$ cat src/rtl/reg_file_pkg.sv
`default_nettype none
// +------------------------------------------------------------------+
// | reg_file_pkg: shared defaults and types for reg_file_sb          |
// | Rev 1.0                                                          |
// +------------------------------------------------------------------+
package reg_file_pkg;
  localparam int RF_DATA_W    = 32;
  localparam int RF_NREGS     = 8;
  localparam int RF_ADDR_W    = $clog2(RF_NREGS);
  localparam int RF_ZERO_ADDR = 0;

  typedef logic [RF_ADDR_W-1:0] rf_addr_t;
endpackage
`default_nettype wire

$ cat src/rtl/reg_file_sb_if.sv
`default_nettype none
// +------------------------------------------------------------------+
// | reg_file_sb_if: decode/writeback bus of the register file        |
// | Rev 1.0                                                          |
// +------------------------------------------------------------------+
interface reg_file_sb_if
  import reg_file_pkg::*;
#(
  parameter int DATA_W = RF_DATA_W,
  parameter int ADDR_W = RF_ADDR_W
);
  logic [ADDR_W-1:0] rd_addr1;
  logic [ADDR_W-1:0] rd_addr2;
  logic [DATA_W-1:0] rd_data1;
  logic [DATA_W-1:0] rd_data2;
  logic              wr_en;
  logic [ADDR_W-1:0] wr_addr;
  logic [DATA_W-1:0] wr_data;
  logic              iss_en;
  logic [ADDR_W-1:0] iss_addr;
  logic              busy1;
  logic              busy2;
  logic              stall;

  modport master (
    output rd_addr1, rd_addr2, wr_en, wr_addr, wr_data, iss_en, iss_addr,
    input  rd_data1, rd_data2, busy1, busy2, stall
  );

  modport slave (
    input  rd_addr1, rd_addr2, wr_en, wr_addr, wr_data, iss_en, iss_addr,
    output rd_data1, rd_data2, busy1, busy2, stall
  );
endinterface
`default_nettype wire

$ cat src/rtl/reg_file_scoreboard.sv
`default_nettype none
// +------------------------------------------------------------------+
// | reg_file_scoreboard: per-register busy bits and stall generation |
// | Rev 1.0                                                          |
// +------------------------------------------------------------------+
module reg_file_scoreboard
  import reg_file_pkg::*;
#(
  parameter int NREGS    = RF_NREGS,
  parameter int ADDR_W   = $clog2(NREGS),
  parameter int ZERO_REG = 1,
  parameter int BYPASS   = 1
) (
  input  logic              clock,
  input  logic              reset_n,
  input  logic              i_wr_en,
  input  logic [ADDR_W-1:0] i_wr_addr,
  input  logic              i_iss_en,
  input  logic [ADDR_W-1:0] i_iss_addr,
  input  logic [ADDR_W-1:0] i_rd_addr1,
  input  logic [ADDR_W-1:0] i_rd_addr2,
  output logic              o_busy1,
  output logic              o_busy2,
  output logic              o_iss_busy,
  output logic              o_stall
);
  localparam logic [ADDR_W-1:0] c_zero = ADDR_W'(RF_ZERO_ADDR);

  logic [NREGS-1:0] r_busy;
  logic [NREGS-1:0] w_busy_nxt;
  logic w_zero1, w_zero2, w_zero_iss;
  logic w_hit1, w_hit2, w_hit_iss;

  assign w_zero1    = (ZERO_REG != 0) && (i_rd_addr1 == c_zero);
  assign w_zero2    = (ZERO_REG != 0) && (i_rd_addr2 == c_zero);
  assign w_zero_iss = (ZERO_REG != 0) && (i_iss_addr == c_zero);
  assign w_hit1     = i_wr_en && (i_wr_addr == i_rd_addr1);
  assign w_hit2     = i_wr_en && (i_wr_addr == i_rd_addr2);
  assign w_hit_iss  = i_wr_en && (i_wr_addr == i_iss_addr);

  assign o_busy1    = r_busy[i_rd_addr1] && !((BYPASS != 0) && w_hit1) && !w_zero1;
  assign o_busy2    = r_busy[i_rd_addr2] && !((BYPASS != 0) && w_hit2) && !w_zero2;
  // The WAW guard ignores BYPASS: a retiring producer frees its slot either way.
  assign o_iss_busy = i_iss_en && r_busy[i_iss_addr] && !w_hit_iss && !w_zero_iss;
  assign o_stall    = o_busy1 || o_busy2 || o_iss_busy;

  // Set is applied after clear so a same-edge issue to the retiring register wins.
  always_comb begin
    w_busy_nxt = r_busy;
    if (i_wr_en)
      w_busy_nxt[i_wr_addr] = 1'b0;
    if (i_iss_en && !o_stall && !w_zero_iss)
      w_busy_nxt[i_iss_addr] = 1'b1;
  end

  always_ff @(posedge clock or negedge reset_n) begin
    if (!reset_n)
      r_busy <= '0;
    else
      r_busy <= w_busy_nxt;
  end
endmodule
`default_nettype wire

$ cat src/rtl/reg_file_sb.sv
`default_nettype none
// +------------------------------------------------------------------+
// | reg_file_sb: 2R/1W register file with bypass and busy scoreboard |
// | Rev 1.0                                                          |
// +------------------------------------------------------------------+
module reg_file_sb
  import reg_file_pkg::*;
#(
  parameter int DATA_W   = RF_DATA_W,
  parameter int NREGS    = RF_NREGS,
  parameter int ADDR_W   = $clog2(NREGS),
  parameter int ZERO_REG = 1,
  parameter int BYPASS   = 1
) (
  input  logic          clock,
  input  logic          reset_n,
  reg_file_sb_if.slave  bus
);
  localparam logic [ADDR_W-1:0] c_zero = ADDR_W'(RF_ZERO_ADDR);

  logic [DATA_W-1:0] r_rf [NREGS];
  logic              w_wr_ok;
  logic              w_iss_busy;

  assign w_wr_ok = bus.wr_en && !((ZERO_REG != 0) && (bus.wr_addr == c_zero));

  always_ff @(posedge clock or negedge reset_n) begin
    if (!reset_n) begin
      for (int i = 0; i < NREGS; i++)
        r_rf[i] <= '0;
    end else if (w_wr_ok) begin
      r_rf[bus.wr_addr] <= bus.wr_data;
    end
  end

  // Zero forcing sits last so it overrides a bypassed write to R0.
  always_comb begin
    bus.rd_data1 = r_rf[bus.rd_addr1];
    if ((BYPASS != 0) && bus.wr_en && (bus.wr_addr == bus.rd_addr1))
      bus.rd_data1 = bus.wr_data;
    if ((ZERO_REG != 0) && (bus.rd_addr1 == c_zero))
      bus.rd_data1 = '0;
  end

  always_comb begin
    bus.rd_data2 = r_rf[bus.rd_addr2];
    if ((BYPASS != 0) && bus.wr_en && (bus.wr_addr == bus.rd_addr2))
      bus.rd_data2 = bus.wr_data;
    if ((ZERO_REG != 0) && (bus.rd_addr2 == c_zero))
      bus.rd_data2 = '0;
  end

  reg_file_scoreboard #(
    .NREGS    (NREGS),
    .ADDR_W   (ADDR_W),
    .ZERO_REG (ZERO_REG),
    .BYPASS   (BYPASS)
  ) u_sb (
    .clock      (clock),
    .reset_n    (reset_n),
    .i_wr_en    (bus.wr_en),
    .i_wr_addr  (bus.wr_addr),
    .i_iss_en   (bus.iss_en),
    .i_iss_addr (bus.iss_addr),
    .i_rd_addr1 (bus.rd_addr1),
    .i_rd_addr2 (bus.rd_addr2),
    .o_busy1    (bus.busy1),
    .o_busy2    (bus.busy2),
    .o_iss_busy (w_iss_busy),
    .o_stall    (bus.stall)
  );
endmodule
`default_nettype wire

$ cat src/flat_wrapper.sv
// flat-port wrapper written by rule: the top's interface ports become plain ports
module reg_file_sb_flat import reg_file_pkg::*;
#(
  parameter int DATA_W   = RF_DATA_W,
  parameter int NREGS    = RF_NREGS,
  parameter int ADDR_W   = $clog2(NREGS),
  parameter int ZERO_REG = 1,
  parameter int BYPASS   = 1
)
  (clock, reset_n, bus_rd_addr1, bus_rd_addr2, bus_wr_en, bus_wr_addr, bus_wr_data, bus_iss_en, bus_iss_addr, bus_rd_data1, bus_rd_data2, bus_busy1, bus_busy2, bus_stall);
  reg_file_sb_if #(.DATA_W(DATA_W), .ADDR_W(ADDR_W)) bus_i ();
  input  logic clock;
  input  logic reset_n;
  input wire logic [$bits(bus_i.rd_addr1)-1:0] bus_rd_addr1;
  input wire logic [$bits(bus_i.rd_addr2)-1:0] bus_rd_addr2;
  input wire logic [$bits(bus_i.wr_en)-1:0] bus_wr_en;
  input wire logic [$bits(bus_i.wr_addr)-1:0] bus_wr_addr;
  input wire logic [$bits(bus_i.wr_data)-1:0] bus_wr_data;
  input wire logic [$bits(bus_i.iss_en)-1:0] bus_iss_en;
  input wire logic [$bits(bus_i.iss_addr)-1:0] bus_iss_addr;
  output wire logic [$bits(bus_i.rd_data1)-1:0] bus_rd_data1;
  output wire logic [$bits(bus_i.rd_data2)-1:0] bus_rd_data2;
  output wire logic [$bits(bus_i.busy1)-1:0] bus_busy1;
  output wire logic [$bits(bus_i.busy2)-1:0] bus_busy2;
  output wire logic [$bits(bus_i.stall)-1:0] bus_stall;
  assign bus_i.rd_addr1 = bus_rd_addr1;
  assign bus_i.rd_addr2 = bus_rd_addr2;
  assign bus_i.wr_en = bus_wr_en;
  assign bus_i.wr_addr = bus_wr_addr;
  assign bus_i.wr_data = bus_wr_data;
  assign bus_i.iss_en = bus_iss_en;
  assign bus_i.iss_addr = bus_iss_addr;
  assign bus_rd_data1 = bus_i.rd_data1;
  assign bus_rd_data2 = bus_i.rd_data2;
  assign bus_busy1 = bus_i.busy1;
  assign bus_busy2 = bus_i.busy2;
  assign bus_stall = bus_i.stall;
  reg_file_sb #(.DATA_W(DATA_W), .NREGS(NREGS), .ADDR_W(ADDR_W), .ZERO_REG(ZERO_REG), .BYPASS(BYPASS)) u_core (.clock(clock), .reset_n(reset_n), .bus(bus_i));
endmodule
$ cat config.mk
export PLATFORM = sky130hd
export DESIGN_NAME = reg_file_sb_flat
export DESIGN_NICKNAME = d
export VERILOG_FILES = /design/src/rtl/reg_file_pkg.sv /design/src/rtl/reg_file_sb_if.sv /design/src/rtl/reg_file_scoreboard.sv /design/src/rtl/reg_file_sb.sv /design/src/flat_wrapper.sv
export SDC_FILE = /design/constraint.sdc
export NUM_CORES = 1
export LEC_CHECK = 0
export CAP_MARGIN = 0
export CELL_PAD_IN_SITES_DETAIL_PLACEMENT = 1
export CELL_PAD_IN_SITES_GLOBAL_PLACEMENT = 1
export CORE_MARGIN = 2
export CORE_UTILIZATION = 48
export CTS_BUF_LIST = sky130_fd_sc_hd__clkbuf_4 sky130_fd_sc_hd__clkbuf_8
export DETAILED_ROUTE_END_ITERATION = 12
export PLACE_DENSITY_LB_ADDON = 0.12
export SYNTH_ARGS = -nofsm -noshare
export SYNTH_HDL_FRONTEND = slang
export SYNTH_SLANG_ARGS = --single-unit
$ cat constraint.sdc
create_clock -name clock -period 2.75 [get_ports clock]
set_input_delay 0.6875 -clock clock [delete_from_list [all_inputs] [get_ports clock]]
set_output_delay 0.6875 -clock clock [all_outputs]
set_load 0.005 [all_outputs]
==> results by group, run 1 <==
Global routing
  • Congestion Overflow GR: 51
  • Largest net degree at the start of global routing: 77
  • Initial antenna violation count: 7
  • Overall Global Routing Usage: 81.1%

Yosys
  • Synth cell types: 43
  • Mean post-synth cell area: 10.7 sq um
  • Yosys reg bits: 232
  • Synthesized instance count: 1219
  • Seq/Total Area, Yosys: 44.3%
  • Synth Cell Area: 13100 sq um
  • Syn_nets: 1267
  • Post-synth EDFFs: 0
  • Post-synth ARST share: 100%
  • Ys flop type: dfrtp_1
  • YS warnings: 0

Clock tree
  • Clock root buffer master: clkbuf_8
  • Post-CTS Hold Buffers: 0
  • Clock Sinks: 232
  • Max Buffers Root-to-Sink: 3
  • H-tree depth: 2
  • CTS Buf Count: 42

Placement
  • Input/output buffers: 114
  • Placer Congestion: 0.828
  • Cell area after placement: 16000 sq um
  • Detailed placer's ending HPWL: 30.0 mm

Status
  • Tool error: [ERROR GRT-0232] Routing congestion too high. Check the congestion heatmap in the GUI.
  • Status: stopped before the end
  • Stopping stage: global routing

Floorplanning
  • Num rows: 60
  • # IOs: 115
  • Die X-Extent: 169 um
  • Initial core utilization: 48.7%
  • Die height: 169 um

Timing
  • Worst endpoint type: primary output
  • Worst_ep grt: bus_rd_data1[19]
-- logic make-up after synthesis --
family | Yosys count | share of synthesized area, %
compound gates | 388 | 20.0
buf+inv | 129 | 4.32
flops | 232 | 44.3
xor+xnor | 11 | 0.735
mux | 296 | 25.3
simple gates | 163 | 5.35
-- routing by layer --
metal  global-route usage [%]  overflow
met2                     93.1        18
met4                     82.9        31
met1                     81.6         1
met3                     69.4         1
met5                     37.6         0
-- cell usage after synthesis (4+ instances only) --
| master | n | area share [%] |
|---|---|---|
| buf_2 | 50 | 1.9 |
| clkbuf_1 | 58 | 1.7 |
| mux2_2 | 257 | 22 |
| dfrtp_1 | 232 | 44 |
| inv_1 | 6 | 0.17 |
| o31ai_1 | 35 | 2.0 |
| nor2_1 | 77 | 2.2 |
| xnor2_1 | 9 | 0.60 |
| o21ai_1 | 9 | 0.34 |
| nand3_1 | 4 | 0.15 |
| o221ai_1 | 32 | 2.1 |
| mux2i_1 | 37 | 2.8 |
| nor3_1 | 14 | 0.53 |
| buf_1 | 11 | 0.32 |
| a221oi_1 | 14 | 0.94 |
| o22ai_1 | 97 | 4.6 |
| o21ai_0 | 56 | 2.1 |
| o41ai_2 | 4 | 0.50 |
| a21oi_1 | 78 | 3.0 |
| a211o_1 | 18 | 1.2 |
| o22a_1 | 36 | 2.4 |
| nand4_1 | 4 | 0.19 |
| nand2_1 | 47 | 1.3 |
| nand2b_1 | 6 | 0.29 |
-- metrics by stage --
step                      setup WS (ps)  hold slack, ps  utilization [%]  std cells
after floorplan                     121             392                -       1219
after global placement             -853             505             59.6       1724
after detailed placement           -940             518             59.6       1724
after CTS                          -143             140             70.1       1885
-- timing repair --
action | CTS
hold endpoints to repair | 0
endpoints found under the setup margin | 67
setup buffers | 73
gates cloned | 20
resized for setup | 517
pin swaps | 75
==> run 2: changes to the inputs <==
- CELL_PAD_IN_SITES_DETAIL_PLACEMENT: 1 -> default
- CELL_PAD_IN_SITES_GLOBAL_PLACEMENT: 1 -> default
- CORE_UTILIZATION: 48 -> 40
- CTS_BUF_LIST: sky130_fd_sc_hd__clkbuf_4 sky130_fd_sc_hd__clkbuf_8 -> default
- PLACE_DENSITY_LB_ADDON: 0.12 -> 0.15
==> run 2 against run 1 <==
  * The flow now finishes, with violations (negative setup slack)
  * Synthesized cell count unchanged
  * Area after synthesis stayed put
==> results by group, run 2 <==
Status
  • Status: finished with violations (was stopped before the end)
  • Failing checks: negative setup slack

Routing
  • Antenna violation net count after detailed routing: 0
  • Vias: 11800
  • 1st-pass router iterations: 5
  • Routed WL: 47.1 mm
  • Via-to-Cell Ratio: 6.03
  • DRC viols: 0
  • Average wire per standard cell: 24.1 um
  • DR iter-0 viols: 955

Yosys
  • Synth cell types: 43 (unchanged)
  • Post-synth ARST share: 100% (unchanged)
  • Synth area leader: dfrtp_1 (unchanged)
  • Syn_nets: 1267 (unchanged)
  • Commonest cells in the netlist: 257 x mux2_2, 232 x dfrtp_1, 97 x o22ai_1, 78 x a21oi_1, 77 x nor2_1 (unchanged)
  • Synth Cell Area: 13100 sq um (unchanged)
  • Top cells by area, synth: dfrtp_1 44%, mux2_2 22%, o22ai_1 4.6%, a21oi_1 3.0%, mux2i_1 2.8% (unchanged)
  • Mean post-synth cell area: 10.7 sq um (unchanged)
  • Share of the synthesized area in the top cell type: 44.3% (unchanged)
  • Most common cell in the synthesized netlist: mux2_2 (unchanged)
  • Seq/Total Area, Yosys: 44.3% (unchanged)
  • YS warnings: 0 (unchanged)
  • Post-synth EDFFs: 0 (unchanged)
  • Ys flop type: dfrtp_1 (unchanged)
  • Yosys reg bits: 232 (unchanged)
  • Synthesized instance count: 1219 (unchanged)

Finish
  • # fillers: 2661
  • Ant. Diodes: 0
  • Most common cell after layout, fill and taps aside: mux2_2
  • Layout cells sized above 1: 53.5%
  • Synthesis-to-finish area growth: 45.7%
  • Total area of sequential cells: 5810 sq um
  • Biggest register: u_core.r_rf
  • Largest regs: u_core.r_rf: 224 flops, u_core.u_sb.r_busy: 8 flops
  • Fin nets: 1542
  • Max reg flops: 224
  • Area of the multi-input gates: 7810 sq um
  • Fin util: 59.0%
  • Post-Layout Cell Count: 1957
  • Post-route cell area: 19100 sq um
  • Most frequent cells in the layout: 250 x mux2_2, 232 x dfrtp_1, 145 x buf_4, 71 x nor2_1, 65 x o22ai_1

Critical path
  • Worst Path Max Fanout: 7
  • WS Path Type: in -> out
  • Crit path cell chain: buf_12 -> buf_12 -> buf_12 -> xnor2_2 -> nand4_1 -> buf_6 -> buf_12 -> buf_12 -> buf_12 -> o22ai_4 -> a21oi_2 -> buf_2
  • CP peak stage delay: 170 ps
  • Worst setup SP type: input port
  • Worst Setup End Kind: primary output
  • Most used cell along the critical path: buf_12
  • Cell family with most CP delay: buffers and inverters
  • CP Data Required Time: 2060 ps
  • Arrival time at the worst endpoint: 2250 ps
  • CP bufs+invs: 8
  • CP max stage cell: buf_6

Floorplanning
  • # IOs: 115 (unchanged)
  • Core area: 32400 sq um
  • Die height: 185 um (was 169 um)
  • Initial core utilization: 40.5% (was 48.7%)
  • Die X-Extent: 185 um (was 169 um)
  • Die ar.: 34200 sq um
  • Num rows: 66 (was 60)

Pwr
  • P_leak: 0.00810 uW
  • Pwr dens: 635 nW/um^2
  • VDD IR max: 0.000472 V

Timing
  • Clock Skews: 0.810 ps
  • Slew @ Worst Pin: 504 ps
  • Tcrit/Tclk final: 107%
  • Slew headroom: 66.4%
  • Final hold slack: 76.9 ps
  • Min Clock Period, post-route: 2940 ps
  • Maximum clock rate: 0.341 GHz
  • Final TNS setup: -2460 ps
  • Final worst slack: -185 ps
  • Final hold viol count: 0
  • RSZ-0062 raised after global routing: yes
  • Final Max Slew Viols: 0
  • Final setup violation count: 34

Min path
  • Hold Path Class: in -> async

Clock tree
  • Clock Sinks: 232 (unchanged)
  • Post-CTS Hold Buffers: 0 (unchanged)
  • CTS Buf Count: 28 (was 42)
  • Clock transition at path regs: 60 ps
  • CTS tree: done
  • Max Buffers Root-to-Sink: 3 (unchanged)
  • H-tree depth: 1 (was 2)
  • Clk_lat worst skew: 540 ps
  • Clock root buffer master: clkbuf_16 (was clkbuf_8)

Placement
  • Placed Cells: 1837 (was 1724)
  • Input/output buffers: 114 (unchanged)
  • Cell area after placement: 16300 sq um (was 16000 sq um)
  • Detailed placer's ending HPWL: 27.9 mm (was 30.0 mm)
  • Placer Congestion: 0.820 (was 0.828)

Global routing
  • Grt met1 use: 37.6%
  • First-pass GRT wire length: 72.0 mm
  • Largest net degree at the start of global routing: 59
  • GR peak layer: met2
  • Met3 GRT Util: 3.32%
  • Overall Global Routing Usage: 27.4%
  • Congestion Overflow GR: 0
  • Met2 GRT Util: 45.5%
  • Vias in the first global route: 12000
  • Initial antenna violation count: 0

Job
  • Max-cap violations: 0
==> run 2: cell counts after synthesis <==
Identical to the previous run, type by type.
==> run 2: repair_timing <==
action / CTS / global route
resized for setup: 492 / 124
endpoints found under the hold margin: 0 / 0
pin swaps: 85 / 58
buffers inserted: 39 / 25
gates cloned: 14 / 3
setup endpoints to repair: 67 / 67
==> run 2: routing by layer <==
layer  vias to the layer above  part of all wire [%]
met5                         -                     0
met4                         0                   1.9
met3                        72                   6.4
met2                       478                    48
met1                      6040                    44
li1                       5205                     -
==> run 2: logic make-up after synthesis <==
| family | share of synthesized area, % |
|---|---|
| buffers and inverters | 4.32 |
| muxes | 25.3 |
| xor gates and xnor gates | 0.735 |
| AOI/OAI and AO/OA | 20.0 |
| and+or+nand+nor | 5.35 |
| DFF | 44.3 |
==> run 2: worst paths after layout <==
path                       slack [ps]               endpoint  cells past startpoint             startpoint
max reg2reg                       830  u_core.u_sb.r_busy[5]                      7  u_core.u_sb.r_busy[4]
min in group clock                520        u_core.r_rf[91]                      1        u_core.r_rf[91]
min reg2reg                       520        u_core.r_rf[91]                      1        u_core.r_rf[91]
min                                80  u_core.u_sb.r_busy[4]                      1                reset_n
max                              -190       bus_rd_data2[16]                     12        bus_rd_addr2[1]
max in group asynchronous        1890        u_core.r_rf[68]                      2                reset_n
==> run 2: area by class of cell <==
cell class	count	share of cell area, %
clock inverters	11	0.439
flip-flops and latches	232	30.4
repair buffers	368	20.8
clock buffers	40	4.39
inverters	6	0.118
well taps	442	2.90
multi-input cells	858	40.9
==> run 2: per-stage QoR <==
stage          worst slack (ps)  power, uW
3_3_place_gp               -810       7950
4_1_cts                    -134      11900
6_report                   -185      12100
3_5_place_dp               -794       8030
2_1_floorplan               121       6570
5_1_grt                    -242      12700
==> run 2: power by group <==
part	leakage (uW)	total (uW)	switching, uW	internal (uW)
clock	0.000466	3670	1470	2200
sequential	0.00279	4850	660	4190
combinational	0.00484	3600	1570	2030
total	0.00810	12100	3710	8410
No activity file was read; power rests on OpenSTA's default activity.
